===== src/rtl/magnetron_ctrl.sv =====
// Magnetron controller: IDLE/COOK/PAUSE/DONE FSM with cook-time countdown, duty-cycled power and door interlock.
// Latency: button presses and load act on the next clock edge; mag_on follows door_closed combinationally.
// Backpressure: none; each button press yields exactly one event, and holding a button does not repeat it.
//
// Ports:
//   clk, resetn          clock (rising edge), synchronous active-low reset
//   door_closed          1 = door shut (level)
//   startn/stopn/clearn  active-low buttons; each falling edge is one press
//   load, time_in,       in IDLE, latch cook time (s) and power level
//   power_in
//   mag_on               magnetron enable
//   time_left            remaining seconds
//   state                00 IDLE, 01 COOK, 10 PAUSE, 11 DONE
//   done                 high while in DONE
//   beep                 done beeper
//
// Build option: define MAGNETRON_BEEP_EN to enable the done beeper (BEEP_CYC ticks);
// otherwise beep is tied low.
module magnetron_ctrl #(
  parameter int TICK_DIV   = 50_000_000,
  parameter int TIME_W     = 12,
  parameter int PWR_LEVELS = 10,
  parameter int PWR_W      = 4,
  parameter int BEEP_CYC   = 3
) (
  input  logic              clk,
  input  logic              resetn,
  input  logic              door_closed,
  input  logic              startn,
  input  logic              stopn,
  input  logic              clearn,
  input  logic              load,
  input  logic [TIME_W-1:0] time_in,
  input  logic [PWR_W-1:0]  power_in,
  output logic              mag_on,
  output logic [TIME_W-1:0] time_left,
  output logic [1:0]        state,
  output logic              done,
  output logic              beep
);

  localparam int PRE_W = (TICK_DIV > 1) ? $clog2(TICK_DIV) : 1;

  typedef enum logic [1:0] {
    S_IDLE  = 2'b00,
    S_COOK  = 2'b01,
    S_PAUSE = 2'b10,
    S_DONE  = 2'b11
  } state_t;

  state_t            state_q, state_d;
  logic [TIME_W-1:0] time_q, time_d;
  logic [PWR_W-1:0]  power_q, power_d;
  logic [PRE_W-1:0]  presc_q, presc_d;
  logic [PWR_W-1:0]  win_q, win_d;
  logic              startn_q, stopn_q, clearn_q;

  logic start_ev, stop_ev, clear_ev, any_ev;
  logic presc_run, tick;

  // Press = previous sample high, current sample low.
  assign start_ev = startn_q & ~startn;
  assign stop_ev  = stopn_q  & ~stopn;
  assign clear_ev = clearn_q & ~clearn;
  assign any_ev   = start_ev | stop_ev | clear_ev;

`ifdef MAGNETRON_BEEP_EN
  localparam int BC_W = (BEEP_CYC > 0) ? $clog2(BEEP_CYC + 1) : 1;
  logic [BC_W-1:0] beep_cnt_q, beep_cnt_d;

  // The prescaler also runs in DONE so the beep length is measured in ticks.
  assign presc_run = (state_q == S_COOK) | ((state_q == S_DONE) & (beep_cnt_q != '0));
  // Gated by state so leaving DONE early silences the beeper immediately.
  assign beep      = (state_q == S_DONE) & (beep_cnt_q != '0);
`else
  logic unused_beep_cfg;
  // Keeps BEEP_CYC referenced in builds without the beeper.
  assign unused_beep_cfg = (BEEP_CYC == 0);
  assign presc_run       = (state_q == S_COOK);
  assign beep            = 1'b0;
`endif

  assign tick = presc_run & (presc_q == PRE_W'(TICK_DIV - 1));

  // Combinational so an opening door cuts the magnetron in the same cycle.
  assign mag_on    = (state_q == S_COOK) & door_closed & (win_q < power_q);
  assign time_left = time_q;
  assign state     = state_q;
  assign done      = (state_q == S_DONE);

  always_comb begin
    state_d = state_q;
    time_d  = time_q;
    power_d = power_q;
    presc_d = presc_q;
    win_d   = win_q;
`ifdef MAGNETRON_BEEP_EN
    beep_cnt_d = beep_cnt_q;
    if (tick && state_q == S_DONE) begin
      beep_cnt_d = beep_cnt_q - BC_W'(1);
    end
`endif

    if (presc_run) begin
      presc_d = tick ? '0 : presc_q + PRE_W'(1);
    end

    unique case (state_q)
      S_IDLE: begin
        if (clear_ev) begin
          time_d = '0;
        end else if (start_ev && door_closed && time_q != '0) begin
          state_d = S_COOK;
          presc_d = '0;
          win_d   = '0;
        end else if (load) begin
          time_d  = time_in;
          power_d = (power_in > PWR_W'(PWR_LEVELS)) ? PWR_W'(PWR_LEVELS) : power_in;
        end
      end

      S_COOK: begin
        // The tick is applied before any pause/stop decision in the same cycle.
        if (tick) begin
          win_d = (win_q >= PWR_W'(PWR_LEVELS - 1)) ? '0 : win_q + PWR_W'(1);
          if (time_q != '0) begin
            time_d = time_q - TIME_W'(1);
          end
        end
        if (tick && time_q == TIME_W'(1)) begin
          state_d = S_DONE;
`ifdef MAGNETRON_BEEP_EN
          beep_cnt_d = BC_W'(BEEP_CYC);
`endif
        end else if (!door_closed) begin
          state_d = S_PAUSE;
        end else if (clear_ev) begin
          state_d = S_IDLE;
          time_d  = '0;
        end else if (stop_ev) begin
          state_d = S_PAUSE;
        end
      end

      S_PAUSE: begin
        // Prescaler and window counter hold here, so resume keeps the phase.
        if (clear_ev || stop_ev) begin
          state_d = S_IDLE;
          time_d  = '0;
        end else if (start_ev && door_closed) begin
          state_d = S_COOK;
        end
      end

      S_DONE: begin
        time_d = '0;
        if (!door_closed || any_ev) begin
          state_d = S_IDLE;
        end
      end

      default: state_d = S_IDLE;
    endcase
  end

  always_ff @(posedge clk) begin
    if (!resetn) begin
      state_q  <= S_IDLE;
      time_q   <= '0;
      power_q  <= PWR_W'(PWR_LEVELS);
      presc_q  <= '0;
      win_q    <= '0;
      startn_q <= 1'b1;
      stopn_q  <= 1'b1;
      clearn_q <= 1'b1;
    end else begin
      state_q  <= state_d;
      time_q   <= time_d;
      power_q  <= power_d;
      presc_q  <= presc_d;
      win_q    <= win_d;
      startn_q <= startn;
      stopn_q  <= stopn;
      clearn_q <= clearn;
    end
  end

`ifdef MAGNETRON_BEEP_EN
  always_ff @(posedge clk) begin
    if (!resetn) begin
      beep_cnt_q <= '0;
    end else begin
      beep_cnt_q <= beep_cnt_d;
    end
  end
`endif

endmodule


===== config.mk =====
export PLATFORM = sky130hd
export DESIGN_NAME = magnetron_ctrl
export DESIGN_NICKNAME = d
export VERILOG_FILES = /design/src/rtl/magnetron_ctrl.sv
export SDC_FILE = /design/constraint.sdc
export NUM_CORES = 1
export LEC_CHECK = 0
export ABC_AREA = 1
export CAP_MARGIN = 5
export CORE_MARGIN = 10
export CORE_UTILIZATION = 30
export CTS_CLUSTER_DIAMETER = 40
export DETAILED_ROUTE_END_ITERATION = 8
export DONT_BUFFER_PORTS = 1
export HOLD_SLACK_MARGIN = 0.06
export PLACE_DENSITY_LB_ADDON = 0.25
export SLEW_MARGIN = 20
export SYNTH_ARGS = -nofsm -noshare
export SYNTH_HDL_FRONTEND = slang
export SYNTH_SLANG_ARGS = --single-unit

===== constraint.sdc =====
create_clock -name clk -period 2.25 [get_ports clk]
set_clock_uncertainty 0.05 [all_clocks]
set_input_delay 0.675 -clock clk [delete_from_list [all_inputs] [get_ports clk]]
set_output_delay 0.675 -clock clk [all_outputs]
set_load 0.01 [all_outputs]

==> impl_metrics.toml <==
[power_and_ir_drop]
p_leak_uw = 0.001458
power_frac_seq = 0.374
intPower_uw = 1729
p_sw_uw = 1379
pwr-share-clk = 0.177
sw_frac_of_total = 0.4437
power_uw = 3108
combinationalPowerShare = 0.450
worst_ir_drop_vdd_v = 0.0004933
powerDensity_mw_per_mm2 = 848.5

[synth]
synth_edf_count = 0
synth_area_mm2 = 0.003326
synth_seq_cells = 51
ys_seq_area_frac = 0.3070
synth.distinct_cells = 41
dominantRegCellSynth = "dfxtp_1"
ys_warn_count = 0
syn_nets = 526
synth-async-reset-ratio = 0
avgSynthCellArea_um2 = 6.732
synthCells = 494

[detailed_routing]
drt-met1-wl_mm = 3.980
antenna_left = 0
wl_mm = 8.046
dr.pass1.iters = 4
drtIter0Drc = 143
vias = 3011
top_layer_used = "met4"
drc_errors = 0
avgRoutedWirePerCell_um = 12.44
routed-wl-met3_um = 426
wl_met2_mm = 3.557
via_per_inst = 4.654

[die]
io_pins = 40
fp.dieH_um = 125.3
die_width_um = 125.3
start_util = 0.3068
dieArea_mm2 = 0.01570
fp.coreArea_mm2 = 0.01084
rows = 38

[sta]
setup-tns-final_ns = 0
setup_violations = 0
min_period_ns = 2.185
fmax_mhz = 457.6
slew_viol_final = 0
period_share = 0.9713
rsz0062_at_grt = "false"
postLayoutSetupSlackWorst_ns = 0.06466
hold_violations = 0

[clock_network]
path_clk_slew_ns = 0.10
clk_path_buf_depth = 2
cts_sinks = 51
cts_htree_levels = 2
numCtsBuffers = 5
clk_latency_ns = 0.31
cts_root_buffer = "clkbuf_8"
cts_setup_buffers = 0
post_cts_resized = 0
post_cts_hold_buffer_count = 0
cts_tree = "done"

[worst_setup_path]
critical-path-max-stage-delay_ns = 0.40
crit_slowest_cell = "dfxtp_2"
crit_buf_inv = 0
criticalPathCategory = "flop to output port"
cp.required_ns = 1.52
worstSetupStartpointType = "flop"
crit_fanout = 4
end_kind = "output port"
cp.arrival_ns = 1.46
crit_family = "flip-flops"
crit_chain = "ha_4 > a21boi_2 > o211ai_1 > and3_4"

[min_path]
min_path_type = "input pin to flop"

[global_routing]
grt_use_total = 0.1031
gr-total-overflow = 0
antenna_found_initial = 0
first_global_vias = 3053
grt_max_degree = 25
grt_first_pass_wirelength_mm = 14.10

[place]
placed_area_mm2 = 0.003550
dp.final_hpwl_mm = 6.261
pre_cts_ws_ns = 0.2121
portBuffers = 0
routabilityCongestion = 0.8873
place_inst = 639

[final_layout]
nFillCells = 1225
fin_cells = 647
drive_gt1_frac = 0.1381
finalInstanceArea_mm2 = 0.003662
final_nets = 538
final_common_cell = "nand2_1"
areaGrowthSynthToFinish_pct = 10.12
final_cell_mix = "106 x nand2_1, 79 x nor2_1, 57 x inv_1, 48 x dfxtp_1, 27 x nand3_1"
diodes = 0

[run]
maxCapViolations = 0

[status]
outcome = "completed"
sequential cells by signal, indices dropped and copies added, names as in the netlist:
signal and flops:
clearn_q 1, power_q 4, presc_q 26, startn_q 1, state 2, stopn_q 1, time_left 12, win_q 4
logic make-up (layout without fill, tap and decap cells):
kind of cell    count (synthesis)  in the layout  share of synthesized area
fa+ha+maj                       9              9                    0.03386
simple gates                  271            271                     0.3939
compound gates                 70             70                     0.1200
buf+inv                        73             86                    0.09405
xor+xnor                       19             19                    0.05004
other cells                     1              1                   0.001128
flops                          51             51                     0.3070
synth_stat cells (4+ instances only):
cell type	number	share of area
a21oi_1	24	0.036
buf_6	4	0.014
dfxtp_1	51	0.31
ha_1	9	0.034
inv_1	58	0.065
inv_2	5	0.0056
nand2_1	106	0.12
nand2_2	7	0.013
nand3_1	27	0.041
nand3_2	6	0.018
nand4_1	5	0.0094
nor2_1	80	0.090
nor2_4	8	0.027
nor3_1	10	0.015
o21ai_0	22	0.033
o21ai_1	13	0.020
xor2_1	18	0.047
area by class of cell:
cell class / count / area [um^2] / share of cell area
Clock buffer: 6 / 72.57 / 0.01982
Clock inverter: 2 / 12.51 / 0.003416
Inverter: 63 / 236.5 / 0.06457
Multi-Input combinational cell: 370 / 2016 / 0.5504
Sequential cell: 51 / 1025 / 0.2798
Tap cell: 140 / 175.2 / 0.04783
Timing Repair Buffer: 15 / 125.1 / 0.03416
per-layer routing:
layer	vias to the layer above	track usage
met5	-	0
met4	0	0.02710
met3	7	0.02831
met2	61	0.1672
met1	1341	0.1313
li1	1602	-
power by group through the flow:
stage | Sequential [uW] | Combinational, uW | Clock (uW)
after CTS | 1160 | 1400 | 581
after detailed placement | 1180 | 1390 | 0
after global placement | 1180 | 1380 | 0
after global routing | 1180 | 1610 | 609
final | 1160 | 1400 | 549
after floorplan | 1180 | 1050 | 0
through the flow:
stage,hold WS (ns),util
after CTS,0.3722,0.3353
after global placement,0.4085,0.3274
after detailed placement,0.4030,0.3274
final,0.3854,0.3378
after global routing,0.3674,0.3378
after floorplan,0.3920,-
worst register-to-register path: cells and delay by family, from the launching register on:
family                   cells  cell delay [ns]
AND/OR/NAND/NOR              8             0.75
buffers and inverters        2             0.38
flip-flops                   1             0.32
adder cells (fa/ha/maj)      1             0.23
AO/OA/AOI/OAI                1             0.15
worst paths after layout:
path	from	endpoint	slack (ns)	cells after the start
max	win_q[1]	mag_on	0.06	4
min	resetn	stopn_q	0.39	1
max reg2reg	time_left[0]	time_left[9]	0.26	12
min reg2reg	power_q[1]	power_q[1]	0.44	2
(Power assumes the default switching activity.)
